<file path="src/rtl/display_pkg.sv">
// rtl/display_pkg.sv - shared seven-segment glyph types and SSD1306 command constants
package display_pkg;

    typedef struct packed {
        logic g;
        logic f;
        logic e;
        logic d;
        logic c;
        logic b;
        logic a;
    } seg_fields_t;

    typedef union packed {
        seg_fields_t seg;
        logic [6:0]  raw;
    } Segments;

    localparam int CHAR_W     = 21;
    localparam int CHAR_PAGES = 4;

    localparam logic [7:0] SET_PAGE   = 8'hB0;
    localparam logic [7:0] SET_COL_LO = 8'h00;
    localparam logic [7:0] SET_COL_HI = 8'h10;

    typedef enum logic [1:0] {
        ST_IDLE = 2'd0,
        ST_CMD  = 2'd1,
        ST_DATA = 2'd2
    } render_state_t;

endpackage

</file>
<file path="src/rtl/decoder_7seg_to_21x32pix.sv">
// rtl/decoder_7seg_to_21x32pix.sv - one 8-pixel vertical GDDRAM column of a 21x32 seven-segment glyph
module decoder_7seg_to_21x32pix
    import display_pkg::*;
(
    input  Segments    segments_in,
    input  logic [4:0] index_x,
    input  logic [1:0] index_y,
    output logic [7:0] pixels_column
);

    logic        w_left;
    logic        w_right;
    logic        w_span;
    logic [31:0] w_col;

    // Glyph body spans x 2..17; columns 0,1 and 18..20 are inter-digit spacing.
    assign w_left  = (index_x >= 5'd2)  && (index_x <= 5'd4);
    assign w_right = (index_x >= 5'd15) && (index_x <= 5'd17);
    assign w_span  = (index_x >= 5'd2)  && (index_x <= 5'd17);

    always_comb begin
        w_col = 32'h0;
        if (segments_in.seg.a && w_span)  w_col = w_col | 32'h0000_000E;
        if (segments_in.seg.b && w_right) w_col = w_col | 32'h0001_FFFE;
        if (segments_in.seg.c && w_right) w_col = w_col | 32'h3FFF_C000;
        if (segments_in.seg.d && w_span)  w_col = w_col | 32'h3800_0000;
        if (segments_in.seg.e && w_left)  w_col = w_col | 32'h3FFF_C000;
        if (segments_in.seg.f && w_left)  w_col = w_col | 32'h0001_FFFE;
        if (segments_in.seg.g && w_span)  w_col = w_col | 32'h0001_C000;
    end

    assign pixels_column = w_col[{index_y, 3'b000} +: 8];

endmodule

</file>
<file path="src/rtl/digit_row_renderer.sv">
// rtl/digit_row_renderer.sv - streams SSD1306 page commands and glyph columns for one row of digits
module digit_row_renderer
    import display_pkg::*;
#(
    parameter int NUM_DIGITS = 6,
    parameter int PAGE_BASE  = 0,
    parameter int COL_OFFSET = 1
) (
    input  logic       clk,
    input  logic       reset_n,
    input  logic       start,
    input  Segments    digits_in [NUM_DIGITS],
    output logic       busy,
    output logic       done,
    output logic       out_valid,
    input  logic       out_ready,
    output logic [7:0] out_data,
    output logic       out_dc
);

    localparam int             DW         = (NUM_DIGITS > 1) ? $clog2(NUM_DIGITS) : 1;
    localparam logic [DW-1:0]  LAST_DIGIT = DW'(NUM_DIGITS - 1);
    localparam logic [4:0]     LAST_X     = 5'(CHAR_W - 1);
    localparam logic [1:0]     LAST_PAGE  = 2'(CHAR_PAGES - 1);
    localparam logic [7:0]     COL        = 8'(COL_OFFSET);
    localparam logic [7:0]     PAGE0      = 8'(PAGE_BASE);

    render_state_t r_state;
    logic [1:0]    r_cmd;
    logic [4:0]    r_x;
    logic [DW-1:0] r_digit;
    logic [1:0]    r_page;
    Segments       r_snap [NUM_DIGITS];

    logic          r_busy;
    logic          r_done;
    logic          r_out_valid;
    logic [7:0]    r_out_data;
    logic          r_out_dc;

    render_state_t w_state;
    logic [1:0]    w_cmd;
    logic [4:0]    w_x;
    logic [DW-1:0] w_digit;
    logic [1:0]    w_page;
    logic          w_hs;
    logic          w_accept;
    logic          w_adv;
    logic          w_last;
    logic [7:0]    w_glyph;
    logic [7:0]    w_byte;
    logic          w_dc;

    assign w_hs     = r_out_valid && out_ready;
    assign w_accept = (r_state == ST_IDLE) && start;
    assign w_adv    = w_accept || w_hs;

    // Counters always name the byte on the output register; the decoder looks one byte ahead.
    always_ff @(posedge clk or negedge reset_n) begin
        if (!reset_n) begin
            r_state <= ST_IDLE;
            r_cmd   <= '0;
            r_x     <= '0;
            r_digit <= '0;
            r_page  <= '0;
            for (int i = 0; i < NUM_DIGITS; i++) r_snap[i] <= '0;
        end else begin
            r_state <= w_state;
            r_cmd   <= w_cmd;
            r_x     <= w_x;
            r_digit <= w_digit;
            r_page  <= w_page;
            if (w_accept) r_snap <= digits_in;
        end
    end

    always_comb begin
        w_state = r_state;
        w_cmd   = r_cmd;
        w_x     = r_x;
        w_digit = r_digit;
        w_page  = r_page;
        w_last  = 1'b0;
        case (r_state)
            ST_IDLE: begin
                if (start) begin
                    w_state = ST_CMD;
                    w_cmd   = '0;
                    w_x     = '0;
                    w_digit = '0;
                    w_page  = '0;
                end
            end
            ST_CMD: begin
                if (w_hs) begin
                    if (r_cmd == 2'd2) begin
                        w_state = ST_DATA;
                        w_cmd   = '0;
                    end else begin
                        w_cmd = r_cmd + 2'd1;
                    end
                end
            end
            ST_DATA: begin
                if (w_hs) begin
                    if (r_x != LAST_X) begin
                        w_x = r_x + 5'd1;
                    end else begin
                        w_x = '0;
                        if (r_digit != LAST_DIGIT) begin
                            w_digit = r_digit + 1'b1;
                        end else begin
                            w_digit = '0;
                            if (r_page != LAST_PAGE) begin
                                w_state = ST_CMD;
                                w_page  = r_page + 2'd1;
                            end else begin
                                w_state = ST_IDLE;
                                w_page  = '0;
                                w_last  = 1'b1;
                            end
                        end
                    end
                end
            end
            default: w_state = ST_IDLE;
        endcase
    end

    decoder_7seg_to_21x32pix u_decoder (
        .segments_in   (r_snap[w_digit]),
        .index_x       (w_x),
        .index_y       (w_page),
        .pixels_column (w_glyph)
    );

    always_comb begin
        w_byte = 8'h00;
        w_dc   = 1'b0;
        case (w_state)
            ST_CMD: begin
                case (w_cmd)
                    2'd0:    w_byte = SET_PAGE | (PAGE0 + {6'b0, w_page});
                    2'd1:    w_byte = SET_COL_LO | {4'b0, COL[3:0]};
                    default: w_byte = SET_COL_HI | {5'b0, COL[6:4]};
                endcase
            end
            ST_DATA: begin
                w_byte = w_glyph;
                w_dc   = 1'b1;
            end
            default: begin
                w_byte = 8'h00;
                w_dc   = 1'b0;
            end
        endcase
    end

    always_ff @(posedge clk or negedge reset_n) begin
        if (!reset_n) begin
            r_busy      <= 1'b0;
            r_done      <= 1'b0;
            r_out_valid <= 1'b0;
            r_out_data  <= 8'h00;
            r_out_dc    <= 1'b0;
        end else begin
            r_done <= w_last;
            if (w_adv) begin
                r_busy      <= (w_state != ST_IDLE);
                r_out_valid <= (w_state != ST_IDLE);
                r_out_data  <= w_byte;
                r_out_dc    <= w_dc;
            end
        end
    end

    assign busy      = r_busy;
    assign done      = r_done;
    assign out_valid = r_out_valid;
    assign out_data  = r_out_data;
    assign out_dc    = r_out_dc;

endmodule

</file>
<file path="config.mk">
export PLATFORM = sky130hd
export DESIGN_NAME = digit_row_renderer
export DESIGN_NICKNAME = d
export VERILOG_FILES = /design/src/rtl/display_pkg.sv /design/src/rtl/decoder_7seg_to_21x32pix.sv /design/src/rtl/digit_row_renderer.sv
export SDC_FILE = /design/constraint.sdc
export NUM_CORES = 1
export LEC_CHECK = 0
export CORE_UTILIZATION = 35
export DETAILED_ROUTE_END_ITERATION = 6
export MAX_ROUTING_LAYER = met4
export PLACE_DENSITY = 0.57
export RECOVER_POWER = 100
export SLEW_MARGIN = 20
export SYNTH_ARGS = -nofsm -noshare
export SYNTH_HDL_FRONTEND = slang
export SYNTH_SLANG_ARGS = --single-unit
</file>
<file path="constraint.sdc">
create_clock -name clk -period 4.6 [get_ports clk]
set_clock_uncertainty 0.2 [all_clocks]
set_input_delay 0.92 -clock clk [delete_from_list [all_inputs] [get_ports clk]]
set_output_delay 0.92 -clock clk [all_outputs]
set_load 0.01 [all_outputs]
</file>
==> flow_summary.ini, run 1 <==
[pwr]
powerDensity_nw_per_um2 = 472
p_sw_frac = 0.356
power.leakage_nw = 2.15
p_clk_frac = 0.237
combPwrFrac = 0.326
ir_worst_vdd_v = 0.000181
switching_power_mw = 0.768
p_int_mw = 1.39
power.sequential.fraction = 0.437

[global_route]
grt_start_max_net_pins = 39
antenna_found_initial = 0
track_usage = 0.181
grt_pass1_wl_um = 15300
grt.overflow.total = 0
grt_pass1_vias = 3160

[cells_and_area]
drive_above_1_share = 0.101
nFillCells = 1044
nets = 520
final_core_util = 0.444
area_growth_pct = 22.5
diodes = 0

[floorplan]
die-area_um2 = 11100
core_um2 = 10300
initial_utilization = 0.362
die_y_um = 105
std_cell_rows = 37
pin_count = 58
die_width_um = 105

[drt]
wl_met3_um = 362
wl_per_cell_um = 15.0
top_layer = met4
wl_met2_um = 4300
ant_nets = 0
dr.pass1.iters = 5
vias = 3139
drt_wl_total_um = 9150
drt_iter0_markers = 145
drc = 0
vias_per_cell = 5.15
met1_length_um = 4340

[synth]
async_flop_share = 1.00
ys_seq_area_frac = 0.448
syn_nets = 466
synth_edf_count = 0
postSynthRegisterBits = 67
synth_top_area_cell = dfrtp_1
ys_top_cells_by_area = dfrtp_1 (45%), nand2_1 (14%), mux2_2 (3.9%)
avgSynthCellArea_um2 = 9.03
netlist_area_um2 = 3740
yosys.area.top_type_share = 0.448
synth_flop_cell = dfrtp_1
ys_types = 68
synth_cells = 414
ys_warn_count = 0

[run]
cap_violations = 1

[timing]
holdWs_ns = 0.270
maxSlewViolCount = 31
fmax_ghz = 0.242
rsz0062_at_grt = false
slew_headroom = -0.0911
timing.final.hold_violations = 0
tightestPinTransition_ns = 1.64
tns_ns = 0
finalCritPeriodShare = 0.899
min_period_ns = 4.13
setup_viol = 0

[setup_path]
arrival_ns = 4.15
worstSetupEndpointType = flop
cp_cell_sequence = dlygate4sd3_1, and4b_1, and3_1, a211oi_1, nor2_1, a222oi_1, a21oi_1, o41ai_2, o21ai_0
required_ns = 4.62
slowest_delay_ns = 0.60
worst-setup-path-type = input port to flop
start_kind = input port
crit_fanout = 7
cp_num_buf_inv = 1
slowest_stage = dlygate4sd3_1
cp_top_family = compound AO/OA/AOI/OAI gates

[place]
gp_congestion = 0.874
io_buffer_count = 57
dpl.hpwl_um = 6900

[clock_tree]
cts_root_buffer = clkbuf_8
numCtsBuffers = 9
cts_tree = built
clk_latency_ns = 0.35
post_cts_buffers = 0
clk_pin_slew_ns = 0.08
ctsHoldBuffers = 0
ctsResizeCount = 0
htreeDepth = 3
clock_path_buffers = 2
clock_sinks = 67

[min_path]
hold_path_class = flop to flop

[outcome]
violations = capacitance limit, slew limit
status = finished, violations left
## cells in the mapped netlist, types with 4 or more instances
master and instances:
clkbuf_1 11, nor3_1 9, and2_1 5, a211oi_1 4, o21ai_1 5, a22oi_1 6, nand4_1 5, nor2_1 13
nand3_1 12, a21oi_1 12, o21ai_0 7, ha_1 6, mux2_2 13, nand2_1 142, dfrtp_1 67, o31ai_1 4
inv_1 15
## final cells by class
| class | count | area (µm²) | share of cell area |
|---|---|---|---|
| tap | 136 | 170 | 0.0371 |
| clock buffer | 11 | 151 | 0.0331 |
| sequential | 67 | 1680 | 0.366 |
| inverter | 16 | 60.1 | 0.0131 |
| timing repair buffer | 62 | 596 | 0.130 |
| multi-input combinational | 312 | 1870 | 0.408 |
| clock inverter | 5 | 58.8 | 0.0128 |
## cell usage in the layout, fill, tap and decap left out, types with 3 or more instances in the layout
cell | synthesis | routed
nand2_1 | 142 | 142
inv_1 | 15 | 15
mux2_2 | 13 | 12
nor3b_1 | 3 | 4
dlygate4sd3_1 | 0 | 14
clkbuf_8 | 0 | 11
ha_1 | 6 | 6
nand3_1 | 12 | 12
and3_1 | 3 | 4
nor4_1 | 2 | 3
o31ai_1 | 4 | 4
o21ai_0 | 7 | 10
a21o_1 | 3 | 3
mux2_4 | 3 | 3
buf_4 | 2 | 3
and2_1 | 5 | 4
a21oi_1 | 12 | 13
dfrtp_1 | 67 | 67
nor2_1 | 13 | 13
nor3_1 | 9 | 9
a22oi_1 | 6 | 6
nand4_1 | 5 | 5
a221oi_2 | 3 | 3
clkdlybuf4s50_1 | 0 | 42
a211oi_1 | 4 | 5
## worst paths after layout
path,from,end,slack (ns),cells past startpoint
setup / recovery,out_ready,out_data[3],0.47,9
max in group asynchronous,reset_n,r_snap[31],1.75,2
hold / removal,out_dc,out_dc,0.27,2
hold reg to reg,out_dc,out_dc,0.27,2
min in group asynchronous,reset_n,r_x[4],0.78,1
setup reg to reg,r_x[0],out_data[3],0.85,10
## state kept, by name (all words and copies together) (netlist names)
signal     count
r_snap        42
out_data       8
r_x            5
r_digit        3
r_cmd          2
r_page         2
r_state        2
done           1
out_dc         1
out_valid      1
## tightest hold or removal path, cell delays in order, from the launching register on
cell and delay, ns:
dfrtp_1 0.35, nand2_1 0.05, nand2_1 0.05
## metal layers
layer,global-route usage,up-vias
met2,0.290,71
met5,-,-
met4,0.0694,0
li1,-,1553
met1,0.225,1504
met3,0.0346,11
## power groups by stage
stage / registers [mW] / logic, mW / clock network, mW
CTS: 0.950 / 0.726 / 0.530
floorplan: 0.898 / 0.529 / 0
finish: 0.944 / 0.703 / 0.513
global route: 0.971 / 0.793 / 0.554
global placement: 0.968 / 0.701 / 0
detailed placement: 0.961 / 0.719 / 0
## per-stage QoR
step	power, mW	instances	cell area, µm²	setup slack (ns)
floorplan	1.43	414	3740	1.23
global placement	1.67	593	4420	0.433
detailed placement	1.68	593	4420	0.355
CTS	2.21	609	4630	0.716
global route	2.32	609	4580	0.264
finish	2.16	609	4580	0.465
## cell families (layout without fill, tap and decap cells)
logic type	Yosys count	count (layout)	share of synthesized area
xor+xnor	1	1	0.00234
fa+ha+maj	6	6	0.0201
compound gates	72	72	0.153
buf+inv	35	94	0.0428
simple gates	215	215	0.277
mux	18	18	0.0569
flops	67	67	0.448
Power figures use the tool's default switching activity.
==> inputs of run 2 (changes only) <==
- CORE_ASPECT_RATIO: unset -> 1.25
- clock period: 4.6 -> 3.9 ns (I/O delays scaled with it)
==> run 2 against run 1 <==
The flow still finishes with violations (capacitance limit, slew limit). Design area up 5.1%. Power up 25%. Sequential power up 19%. Via count up 2.8%. Worst setup slack worse by 0.23 ns. Critical endpoint is now out_data[6]. Highest routed layer unchanged.
==> flow_summary.ini, run 2 (synthesis gave the netlist of run 1 again) <==
[cells_and_area]
final_cell_mix = nand2_1 (142), dfrtp_1 (67), clkdlybuf4s50_1 (44), buf_4 (20), inv_1 (15)
largest_reg_flops = 42
area_growth_pct = 28.7
nets = 543
final_common_cell = nand2_1
final_area_um2 = 4810
diodes = 0
top_register = r_snap
final_core_util = 0.469
drive_above_1_share = 0.131

[setup_path]
crit_fanout = 5
required_ns = 3.89
worst-setup-path-type = input port to flop
rr_worst_depth = 12
arrival_ns = 3.66
worstSetupEndpointType = flop
start_kind = input port

[floorplan]
initial_utilization = 0.364
die_y_um = 118
die_width_um = 94.4
pin_count = 58
die-area_um2 = 11100
std_cell_rows = 41
core_um2 = 10300

[timing]
maxSlewViolCount = 46
finalCritPeriodShare = 0.940
min_period_ns = 3.67
tns_ns = 0
rsz0062_at_grt = false
fmax_ghz = 0.273
setup_viol = 0
timing.final.hold_violations = 0
slew_headroom = -0.566
tightestPinTransition_ns = 2.35
worst_slack_ns = 0.233

[global_route]
track_usage = 0.191
grt_pass1_vias = 3221
grt.overflow.total = 0
grt_start_max_net_pins = 46
antenna_found_initial = 0
grt_pass1_wl_um = 15800

[drt]
drt_wl_total_um = 9470
vias = 3226
dr.pass1.iters = 4
ant_nets = 0
drc = 0
drt_iter0_markers = 125
wl_per_cell_um = 15.2
vias_per_cell = 5.17

[pwr]
p_total_mw = 2.70
ir_worst_vdd_v = 0.000241
power.leakage_nw = 2.27
powerDensity_nw_per_um2 = 560

[clock_tree]
clk_latency_ns = 0.33
clock_path_buffers = 2
ctsResizeCount = 0
post_cts_buffers = 0
cts_root_buffer = clkbuf_16
numCtsBuffers = 9
clock_sinks = 67
clk_pin_slew_ns = 0.05
cts_tree = built
htreeDepth = 3
ctsHoldBuffers = 0

[place]
io_buffer_count = 57
place_ws_ns = -0.00986
dpl_cell_area_um2 = 4580
gp_congestion = 0.856
dpl.hpwl_um = 7100

[min_path]
hold_path_class = flop to flop
worstHoldPathCells = 2

[outcome]
violations = capacitance limit, slew limit
status = finished, violations left

[run]
cap_violations = 1
## run 2: cell count changes in the layout (fill, tap and decap cells not counted), sizes merged
cell,change
buf,+17
bufinv,-1
clkbuf,+8
clkdlybuf4s50,+2
clkinvlp,-1
dlygate4sd3,-2
inv,-1
## run 2: layout make-up
class,count,area [µm²]
Tap cell,129,161
Fill cell,998,5450
Inverter,16,60.1
Multi-Input combinational cell,312,1900
Clock buffer,13,250
Timing Repair Buffer,85,752
Sequential cell,67,1680
Clock inverter,2,12.5
## run 2: worst paths after layout
| kind | startpoint | endpoint | slack, ns |
|---|---|---|---|
| min | out_dc | out_dc | 0.27 |
| max in group asynchronous | reset_n | out_data[3] | 0.95 |
| max reg2reg | r_x[0] | out_data[6] | 0.36 |
| max | out_ready | out_data[6] | 0.23 |
| min reg2reg | out_dc | out_dc | 0.27 |
| min in group asynchronous | reset_n | r_snap[6] | 0.96 |
## run 2: where the power goes
part	leakage (nW)	switching [mW]	total [mW]	internal [mW]
Clock	0.126	0.280	0.723	0.443
Combinational	1.29	0.461	0.853	0.392
Sequential	0.858	0.181	1.12	0.940
## run 2: worst max-delay path, cell delays in order
cell and delay [ns]:
clkdlybuf4s50_1 0.56, and4b_1 0.28, and3_1 0.30, mux2_1 0.38, inv_1 0.10, nor2_1 0.10
buf_4 0.18, a221oi_2 0.31, nor2_1 0.16, o32ai_1 0.39, a22oi_1 0.11
## run 2: metrics by stage
step / instances / hold slack, ns
2_1_floorplan: 414 / 0.227
5_1_grt: 624 / 0.297
4_1_cts: 624 / 0.272
3_5_place_dp: 609 / 0.259
3_3_place_gp: 609 / 0.256
6_report: 624 / 0.269
## run 2: layer usage
layer	vias to the layer above	track usage	routed length [µm]
li1	1598	-	-
met1	1518	0.243	4370
met2	81	0.277	4350
met3	29	0.0394	330
met4	0	0.113	417
met5	-	-	0
==> RTL change 1 (settings of run 2) <==
Change the parameter `NUM_DIGITS` from 6 to 12.
--- a/src/rtl/digit_row_renderer.sv
+++ b/src/rtl/digit_row_renderer.sv
@@ -3,5 +3,5 @@
     import display_pkg::*;
 #(
-    parameter int NUM_DIGITS = 6,
+    parameter int NUM_DIGITS = 12,
     parameter int PAGE_BASE  = 0,
     parameter int COL_OFFSET = 1
Ports: changed (resized digits_in); port bits go from 58 to 100. The function was not compared with the original's and may differ.
==> RTL change 1 against run 2 <==
The run still ends with max-capacitance violations, max-slew violations left. Utilization decreased by 0.61 points. Synthesized area is 55% higher. Global-route usage rose by 1.8 points. Routed wire length increased by 70%. Power is 57% higher. Critical path depth grew 1. Worst setup slack better by 0.011 ns. First-iteration DRC count is 130% higher. Combinational power grew 64%. Cell area is 56% higher. Sequential cell count increased by 43. Synthesized cell count is 61% higher. Critical path type unchanged.
==> RTL change 1: results (changes against run 2) <==
| Metric | Value |
|---|---|
| Final RePlAce weighted congestion | `0.952 (was 0.856)` |
| Smallest hold slack | `0.271 ns (was 0.269 ns)` |
| Post-layout net count | `882 (was 543)` |
| Fraction of final layout cells with drive strength greater than 1 | `9.97% (was 13.1%)` |
| Number of port buffers | `99 (was 57)` |
| Routed met2 length | `8400 µm (was 4350 µm)` |
| Layout Cells excl Fill | `1,008 (was 624)` |
| Met3 Routed Length | `453 µm (was 330 µm)` |
| Final max-slew violation count | `49 (was 46)` |
| Iteration-0 DRC Markers | `285 (was 125)` |
| Failing checks | `max-capacitance violations, max-slew violations (unchanged)` |
| Outcome | `finished, violations left (unchanged)` |
| Metal-1 WL | `6900 µm (was 4370 µm)` |
| MaxCap Viol Count | `1 (unchanged)` |
| Routed wire per std cell | `15.9 µm (was 15.2 µm)` |
| Syn Inst Count | `667 (was 414)` |
| GR Util met3 | `2.46% (was 3.94%)` |
| Crit-path leading delay family | `compound AO/OA/AOI/OAI gates (was buffers and inverters)` |
| Clock slew at reported path FFs | `0.07 ns (was 0.05 ns)` |
| Instance area at placement | `7230 µm² (was 4580 µm²)` |
| Vias after detailed routing | `5,062 (was 3,226)` |
| Most area-consuming cells after synthesis | `sky130_fd_sc_hd__dfrtp_1 48%, sky130_fd_sc_hd__nand2_1 19%, sky130_fd_sc_hd__mux2i_1 4.0% (was sky130_fd_sc_hd__dfrtp_1 45%, sky130_fd_sc_hd__nand2_1 14%, sky130_fd_sc_hd__mux2_2 3.9%)` |
| Worst Hold Launch | `r_snap[58]$_DFFE_PN0P_ (was out_dc$_DFFE_PN0P_)` |
| All-Layer GR Usage | `20.9% (was 19.1%)` |
| Fraction of met1 tracks used by global routing | `25.5% (was 24.3%)` |
## RTL change 1: power by group
| part | leakage [nW] | internal, mW | total (mW) | switching, mW |
|---|---|---|---|---|
| Combinational | 2.03 | 0.615 | 1.40 | 0.785 |
| Sequential | 1.39 | 1.60 | 1.91 | 0.316 |
| Clock | 0.151 | 0.496 | 0.932 | 0.436 |
## RTL change 1: cell families (layout without fill, tap and decap cells)
family | count (synthesis) | count (layout) | share of synthesized area, %
xor+xnor | 2 | 2 | 0.303
compound gates | 96 | 96 | 12.7
flops | 110 | 110 | 47.6
mux | 27 | 27 | 5.15
fa+ha+maj | 7 | 7 | 1.52
simple gates | 375 | 375 | 28.6
buf+inv | 50 | 175 | 4.14
## RTL change 1: area by class of cell
cell class                 instances  area [µm²]
clock buffer                      12         267
clock inverter                     4        37.5
inverter                          17        68.8
timing repair buffer             142        1330
sequential                       110        2750
fill                            1592        8700
multi-input combinational        507        2770
tap                              216         270
==> RTL change 2 (flow settings as in run 2) <==
Made on the original files. Re-encode `render_state_t` (3 states) as one-hot, 3 bits wide.
--- a/src/rtl/display_pkg.sv
+++ b/src/rtl/display_pkg.sv
@@ -24,8 +24,8 @@
     localparam logic [7:0] SET_COL_HI = 8'h10;
 
-    typedef enum logic [1:0] {
-        ST_IDLE = 2'd0,
-        ST_CMD  = 2'd1,
-        ST_DATA = 2'd2
+    typedef enum logic [2:0] {
+        ST_IDLE = 3'b001,
+        ST_CMD  = 3'b010,
+        ST_DATA = 3'b100
     } render_state_t;
 
Behaviour: same outputs for any inputs over 10 cycles, from zero or initial values and one cycle with reset_n low; not proved beyond that.
==> RTL change 2 against run 2 <==
Synthesized area is 14% higher. Non-clock buffer count is 7 higher. Cell area is 11% higher. Sequential cell count is 1 higher. Routed wire length is 32% higher. Via count is 29% higher. Final cell count is 22% higher. Critical path depth is 1 lower. Worst setup slack better by 0.054 ns.
Power is not compared: it rests on default switching activity, and its combinational part moved more than twofold at a synthesized area within 25%.
==> RTL change 2: results (changes against run 2) <==
| Metric | Value |
|---|---|
| ClkCell Share | `5.16% (was 5.46%)` |
| Wire length of the first global-routing pass | `20,800 µm (was 15,800 µm)` |
| Min cycle time layout | `3.61 ns (was 3.67 ns)` |
| Metal-1 WL | `5430 µm (was 4370 µm)` |
| Share of cell area taken by muxes after synthesis | `1.20% (was 5.69%)` |
| Pin count of the biggest net entering global routing | `65 (was 46)` |
| Final RePlAce weighted congestion | `0.871 (was 0.856)` |
| Register area share after synthesis | `39.8% (was 44.8%)` |
| # fillers | `1,228 (was 998)` |
| R2R Setup Slk | `0.41 ns (was 0.36 ns)` |
| Syn Inst Count | `531 (was 414)` |
| Number of combinational gates with multiple inputs | `410 (was 312)` |
| Fraction of final layout cells with drive strength greater than 1 | `11.0% (was 13.1%)` |
| Instance area at placement | `5150 µm² (was 4580 µm²)` |
| Most area-consuming cells after synthesis | `sky130_fd_sc_hd__dfrtp_1 39%, sky130_fd_sc_hd__nand2_1 14%, sky130_fd_sc_hd__nand3_1 3.4% (was sky130_fd_sc_hd__dfrtp_1 45%, sky130_fd_sc_hd__nand2_1 14%, sky130_fd_sc_hd__mux2_2 3.9%)` |
| Largest incremental delay on the critical path | `0.51 ns (was 0.56 ns)` |
| Inserted tap cell count | `161 (was 129)` |
| Outcome | `completed (was finished, violations left)` |
| Area taken by flip-flops and latches | `1700 µm² (was 1680 µm²)` |
| Highest fanout seen on the critical path | `12 (was 5)` |
| Fraction of synthesized cell area in xor and xnor cells | `0% (was 0.234%)` |
| Complex-gate fraction of the synthesized area | `20.9% (was 15.3%)` |
| Adder-cell share of the synthesized area | `0.877% (was 2.01%)` |
| Non-clock inverter count | `15 (was 16)` |
| Synthesized netlist net count | `580 (was 466)` |
| Area growth, synth to finish | `25.3% (was 28.7%)` |
| Total wirelength of the detailed-routed design | `12,500 µm (was 9470 µm)` |
| Worst Hold Launch | `out_data[6]$_DFFE_PN0P_ (was out_dc$_DFFE_PN0P_)` |
| Buffer count excluding the clock tree in the final layout | `92 (was 85)` |
| GR Util met3 | `3.66% (was 3.94%)` |
| Worst reg2reg path endpoint | `out_data[5]$_DFFE_PN0P_ (was out_data[6]$_DFFE_PN0P_)` |
| Sinks on the clock net | `68 (was 67)` |
| Post-placement cell count | `746 (was 609)` |
-- RTL change 2: changes by cell type in the layout (fill, tap and decap cells not counted), moves of 4 or more --
cell / delta
sky130_fd_sc_hd__o211ai_1: +5
sky130_fd_sc_hd__nor3_1: +7
sky130_fd_sc_hd__nand2_1: +13
sky130_fd_sc_hd__a31oi_1: +12
sky130_fd_sc_hd__nand4b_1: +4
sky130_fd_sc_hd__o21ai_0: +14
sky130_fd_sc_hd__nand3b_1: +5
sky130_fd_sc_hd__o221ai_1: +8
sky130_fd_sc_hd__nor2_1: +14
sky130_fd_sc_hd__nand3_1: +19
sky130_fd_sc_hd__o22ai_1: +7
sky130_fd_sc_hd__nor4_1: +10
sky130_fd_sc_hd__mux2_2: -11
-- RTL change 2: worst min-delay path, stage by stage, from the launching register on --
cell and delay, ns:
sky130_fd_sc_hd__dfrtp_1 0.35, sky130_fd_sc_hd__nand2_1 0.05, sky130_fd_sc_hd__nand2_1 0.05
-- RTL change 2: worst max-delay path by stage --
stage,startpoint,end
3_5_place_dp,start,out_data[0]$_DFFE_PN0P_
6_report,start,out_data[5]$_DFFE_PN0P_
5_1_grt,out_ready,out_data[1]$_DFFE_PN0P_
4_1_cts,start,out_data[0]$_DFFE_PN0P_
3_3_place_gp,start,out_data[7]$_DFFE_PN0P_
2_1_floorplan,out_ready,out_data[3]$_DFFE_PN0P_
-- RTL change 2: power groups by stage --
| stage | Clock (mW) | Combinational, mW | Sequential (mW) |
|---|---|---|---|
| floorplan | 0 | 0.000524 | 0.719 |
| global placement | 0 | 0.0615 | 0.718 |
| detailed placement | 0 | 0.0623 | 0.718 |
| CTS | 0.778 | 0.0628 | 0.706 |
| global route | 0.807 | 0.0660 | 0.705 |
| finish | 0.761 | 0.0598 | 0.706 |
